### src/rtl/sum_pkg.sv
// rtl/sum_pkg.sv - shared types and constants for the sum adder family
//
// Purpose: sequencer state encoding and nibble width used by sum_seq_ctrl.
// Ports: none (package).
package sum_pkg;

  localparam int NIBBLE_W = 4;

  // 2'b11 is unused; the sequencer treats it as IDLE.
  typedef enum logic [1:0] {
    ST_IDLE = 2'b00,
    ST_ADD  = 2'b01,
    ST_DONE = 2'b10
  } seq_state_t;

endpackage

### src/rtl/sum4_v2.sv
// rtl/sum4_v2.sv - 4-bit ripple-carry adder
//
// Purpose: combinational 4-bit adder with carry in and carry out.
// Ports:
//   S     out 4  sum nibble
//   c_out out 1  carry out of bit 3
//   A     in  4  addend
//   B     in  4  addend
//   c_in  in  1  carry into bit 0
module sum4_v2 (
  output logic [3:0] S,
  output logic       c_out,
  input  logic [3:0] A,
  input  logic [3:0] B,
  input  logic       c_in
);

  logic cy;

  // Carry ripples bit by bit; cy holds the carry into the current bit.
  always_comb begin
    S  = '0;
    cy = c_in;
    for (int i = 0; i < 4; i++) begin
      S[i] = A[i] ^ B[i] ^ cy;
      cy   = (A[i] & B[i]) | (cy & (A[i] ^ B[i]));
    end
    c_out = cy;
  end

endmodule

### src/rtl/sum_seq_ctrl.sv
// rtl/sum_seq_ctrl.sv - nibble-serial wide adder sequencer around sum4_v2
//
// Purpose: latches two W-bit operands on start and adds them one nibble per
// clock through a single sum4_v2, LSB nibble first, then pulses done.
// Ports:
//   clk    in  1  system clock, rising edge
//   rst_n  in  1  asynchronous active-low reset
//   start  in  1  request, honoured only in IDLE
//   A, B   in  W  operands, sampled on the accepting edge
//   c_in   in  1  carry into nibble 0, sampled on the accepting edge
//   S      out W  registered sum (final while done is high)
//   c_out  out 1  registered carry out of the MSB nibble
//   ovf    out 1  registered two's-complement overflow
//   busy   out 1  high whenever not IDLE
//   done   out 1  one-cycle completion pulse
module sum_seq_ctrl
  import sum_pkg::*;
#(
  parameter int NIBBLES = 4
) (
  input  logic                        clk,
  input  logic                        rst_n,
  input  logic                        start,
  input  logic [NIBBLE_W*NIBBLES-1:0] A,
  input  logic [NIBBLE_W*NIBBLES-1:0] B,
  input  logic                        c_in,
  output logic [NIBBLE_W*NIBBLES-1:0] S,
  output logic                        c_out,
  output logic                        ovf,
  output logic                        busy,
  output logic                        done
);

  localparam int W  = NIBBLE_W * NIBBLES;
  localparam int CW = $clog2(NIBBLES);
  localparam logic [CW-1:0] LAST = CW'(NIBBLES - 1);

  seq_state_t state, next_state;

  logic [W-1:0]        a_sr, b_sr;
  logic                carry;
  logic [CW-1:0]       cnt;
  logic                sign_a, sign_b;
  logic [NIBBLE_W-1:0] sum_nib;
  logic                nib_cout;

  sum4_v2 u_add (
    .S     (sum_nib),
    .c_out (nib_cout),
    .A     (a_sr[NIBBLE_W-1:0]),
    .B     (b_sr[NIBBLE_W-1:0]),
    .c_in  (carry)
  );

  always_ff @(posedge clk or negedge rst_n) begin
    if (!rst_n) state <= ST_IDLE;
    else        state <= next_state;
  end

  always_comb begin
    next_state = ST_IDLE;
    busy       = 1'b0;
    done       = 1'b0;
    case (state)
      ST_IDLE: next_state = start ? ST_ADD : ST_IDLE;
      ST_ADD: begin
        busy       = 1'b1;
        next_state = (cnt == LAST) ? ST_DONE : ST_ADD;
      end
      ST_DONE: begin
        busy = 1'b1;
        done = 1'b1;
      end
      default: next_state = ST_IDLE;
    endcase
  end

  always_ff @(posedge clk or negedge rst_n) begin
    if (!rst_n) begin
      a_sr   <= '0;
      b_sr   <= '0;
      carry  <= 1'b0;
      cnt    <= '0;
      sign_a <= 1'b0;
      sign_b <= 1'b0;
      S      <= '0;
      c_out  <= 1'b0;
      ovf    <= 1'b0;
    end else begin
      case (state)
        ST_IDLE: begin
          if (start) begin
            a_sr   <= A;
            b_sr   <= B;
            carry  <= c_in;
            cnt    <= '0;
            sign_a <= A[W-1];
            sign_b <= B[W-1];
            S      <= '0;
            c_out  <= 1'b0;
            ovf    <= 1'b0;
          end
        end
        ST_ADD: begin
          // New nibbles enter at the top, so after NIBBLES shifts nibble 0
          // has reached the bottom of S.
          S     <= {sum_nib, S[W-1:NIBBLE_W]};
          a_sr  <= a_sr >> NIBBLE_W;
          b_sr  <= b_sr >> NIBBLE_W;
          carry <= nib_cout;
          cnt   <= cnt + CW'(1);
          if (cnt == LAST) begin
            c_out <= nib_cout;
            // The last nibble's MSB is the result sign bit.
            ovf   <= (sign_a == sign_b) && (sum_nib[NIBBLE_W-1] != sign_a);
          end
        end
        default: ;
      endcase
    end
  end

endmodule

### config.mk
export PLATFORM = sky130hd
export DESIGN_NAME = sum_seq_ctrl
export DESIGN_NICKNAME = d
export VERILOG_FILES = /design/src/rtl/sum_pkg.sv /design/src/rtl/sum4_v2.sv /design/src/rtl/sum_seq_ctrl.sv
export SDC_FILE = /design/constraint.sdc
export NUM_CORES = 1
export LEC_CHECK = 0
export CAP_MARGIN = 20
export CORE_ASPECT_RATIO = 0.7
export CORE_MARGIN = 8
export CORE_UTILIZATION = 45
export DETAILED_ROUTE_END_ITERATION = 8
export GPL_ROUTABILITY_DRIVEN = 0
export GPL_TIMING_DRIVEN = 0
export MAX_ROUTING_LAYER = met4
export PLACE_DENSITY_LB_ADDON = 0.2
export RECOVER_POWER = 100
export SYNTH_ARGS = -nofsm -noshare
export SYNTH_HDL_FRONTEND = slang
export SYNTH_SLANG_ARGS = --single-unit
### constraint.sdc
create_clock -name clk -period 2.7 [get_ports clk]
set_input_delay 0.54 -clock clk [delete_from_list [all_inputs] [get_ports clk]]
set_output_delay 0.54 -clock clk [all_outputs]
set_load 0.05 [all_outputs]
==> reports/qor.txt <==
outcome = finished, final reports clean
Critical Path Stages = 10
sequential element share of the synthesized area = 54.1%
Slew HR = 6.41%
CTS Root Cell = clkbuf_8
CP max stage delay = 450 ps
CP endpoint kind = flop
synthesized area = 0.00264 mm²
Worst EP arrival = 2720 ps
clk_lat worst skew = 330 ps
Port Buffer Count = 55
CTS Buf Count = 9
clk sinks = 57
# resized after CTS = 0
Max-Cap Viols = 0
drt wl/cell = 15.4 µm
Pins Over Slew Limit = 0
Worst R2R Path Depth = 10
routed wire length = 5.91 mm
mux cell area share after synthesis = 11.2%
syn_area_per_cell = 11.1 µm²
Fin. Hold Viols = 0
global-route wire length before repair = 9.89 mm
layout cells sized above 1 = 8.09%
CTS clk-pin slew, worst paths = 60 ps
P_leak = 1.65 nW
DP HPWL = 4.35 mm
vias per std cell = 5.04
delay-heaviest family, CP = adder cells
unrepaired setup endpoints after global routing = no
Die Span X = 108 µm
Final Hold Slack = 479 ps
Compound-Gate Fraction of Synth Area = 14.1%
most used cell, CP = fa_1
final core utilization = 60.0%
H-tree levels = 3
post-route minimum period = 2520 ps
xor/xnor share of the synthesized area = 0%
Layout area overhead = 29.6%
io pins = 56
Setup-failing EPs final = 0
largest net degree at the start of global routing = 33
Starting Density = 46.3%
Site Rows = 23
Crit path required time = 2900 ps
# Post-CTS Setup Buffers = 0
slowest CP cell = fa_1
DR iter-0 viols = 59
Power Dens Cells = 1270 mW/mm²
crit path kind = reg -> reg
Clock Skew = 5.64 ps
GR Overflow Total = 0
Buf+Inv Stages, Crit Path = 3
worst hold path depth = 2
CP Max Fanout = 3
core area = 0.00570 mm²
Detail Route Antenna Nets = 0
Global Route Usage Sum = 15.2%
Fmax = 396 MHz
vias in the first global route = 2,000
DR vias = 1,937
Netlist cell types = 27
Mapped Nets = 281
hold buffer count at cts = 0
HP Class = reg -> reg
DRT Pass-1 Iters = 4
cells after synthesis = 237
crit path launch type = flop
Post-Synth Adder-Cell Area = 4.93%
CTS Buffer Depth = 2
Diodes inserted = 0
TNS Setup = 0 ps
largest family of logic cells by synthesized area = compound AO/OA/AOI/OAI gates
NumNets Final = 348
synth warn = 0
initial antenna violation count = 0
simple-gate share of the synthesized area = 10.4%
Yosys reg bits = 57
Max IR drop VDD = 0.446 mV
CTS tree = yes
Tcrit/Tclk final = 93.5%
Die Ht = 80.1 µm
die area = 0.00861 mm²
crit path cell chain = inv_1 -> fa_1 -> inv_1 -> fa_1 -> fa_1 -> inv_1 -> fa_1 -> and3_1 -> nor2_1 -> o31ai_1
Worst Max-Slew Pin Slew = 1400 ps
# DRC = 0
-- stage by stage --
| step | cell area (µm²) | cells | power, W | setup WS, ps |
|---|---|---|---|---|
| 6_report | 3420 | 384 | 0.00433 | 177 |
| 5_1_grt | 3420 | 384 | 0.00464 | 82.4 |
| 3_3_place_gp | 3280 | 367 | 0.00374 | -698 |
| 4_1_cts | 3470 | 384 | 0.00451 | 182 |
| 3_5_place_dp | 3300 | 368 | 0.00380 | 191 |
| 2_1_floorplan | 2640 | 237 | 0.00310 | 395 |
-- flip-flops by register name, summed over array words and instances (netlist names) --
| signal | flops |
|---|---|
| S | 16 |
| a_sr | 16 |
| b_sr | 16 |
| c_out | 1 |
| carry | 1 |
| cnt | 2 |
| ovf | 1 |
| sign_a | 1 |
| sign_b | 1 |
| state | 2 |
-- where the power goes --
group,switching (W),internal (W)
sequential,0.000220,0.00122
combinational,0.00134,0.000847
clock,0.000323,0.000379
-- Yosys cell counts --
master | count | area share [%]
and2b_1 | 8 | 2.3
fa_1 | 4 | 3.0
o21ai_0 | 31 | 5.9
nand2b_1 | 1 | 0.24
mux2i_4 | 1 | 0.85
nor3_1 | 1 | 0.19
nor2_1 | 1 | 0.14
a22o_1 | 15 | 5.0
buf_6 | 3 | 1.3
mux2_2 | 2 | 0.85
dfrtp_1 | 57 | 54
buf_4 | 3 | 0.85
nor2b_1 | 1 | 0.24
mux2i_1 | 25 | 9.5
clkbuf_1 | 3 | 0.43
o21ai_1 | 6 | 1.1
a21oi_1 | 8 | 1.5
or2_2 | 1 | 0.24
and2_1 | 1 | 0.24
buf_2 | 6 | 1.1
nor2b_4 | 2 | 1.0
and3_1 | 1 | 0.24
ha_1 | 4 | 1.9
nand2_1 | 39 | 5.6
o311ai_0 | 1 | 0.33
inv_1 | 11 | 1.6
o31ai_1 | 1 | 0.28
-- cell families after synthesis --
family,Yosys count
buffers and inverters,26
DFF,57
adders and majority gates,8
and+or+nand+nor,56
AOI/OAI and AO/OA,62
muxes,28
-- path summary, 6_finish.rpt --
check / startpoint / end / slack (ps)
worst max-delay path: a_sr[0] / ovf / 180
worst min-delay path: b_sr[9] / b_sr[9] / 480
worst max register to register: a_sr[0] / ovf / 180
worst min register to register: b_sr[9] / b_sr[9] / 480
max in group asynchronous: rst_n / a_sr[12] / 680
min in group asynchronous: rst_n / S[5] / 520
-- cells in the final DEF, fill, tap and decap left out, drive strengths merged --
cell type and count:
a21oi 8, o311ai 1, and2 1, inv 11, mux2i 26, nor3 1, a22o 15, nand2 39
clkbuf 24, and2b 8, or2 1, ha 4, dlygate4sd3 20, o31ai 1, nor2 1, and3 1
clkinv 3, nor2b 3, o21ai 37, clkdlybuf4s50 34, nand2b 1, dfrtp 57, fa 4, buf 6
mux2 2
-- tightest hold or removal path, stage by stage, from the launching register on --
cell and delay, ps:
dfrtp_1 340, nand2_1 40, o21ai_0 60
-- layout make-up --
cell class	instances	area, µm²
buffer	15	81.3
tap	75	93.8
clock inverter	3	15.0
inverter	11	41.3
multi-input combinational	154	1050
fill	486	2280
clock buffer	13	159
timing repair buffer	56	549
sequential	57	1430
-- metal layers --
metal / routed length (µm) / share of wire, % / global-route usage (%) / vias to the layer above
li1: - / - / - / 945
met1: 3000 / 51 / 20.5 / 940
met2: 2540 / 43 / 21.0 / 44
met3: 305 / 5.2 / 4.56 / 8
met4: 67 / 1.1 / 5.79 / 0
met5: 0 / 0 / - / -
Note: power is estimated with default switching activity, not from simulation.
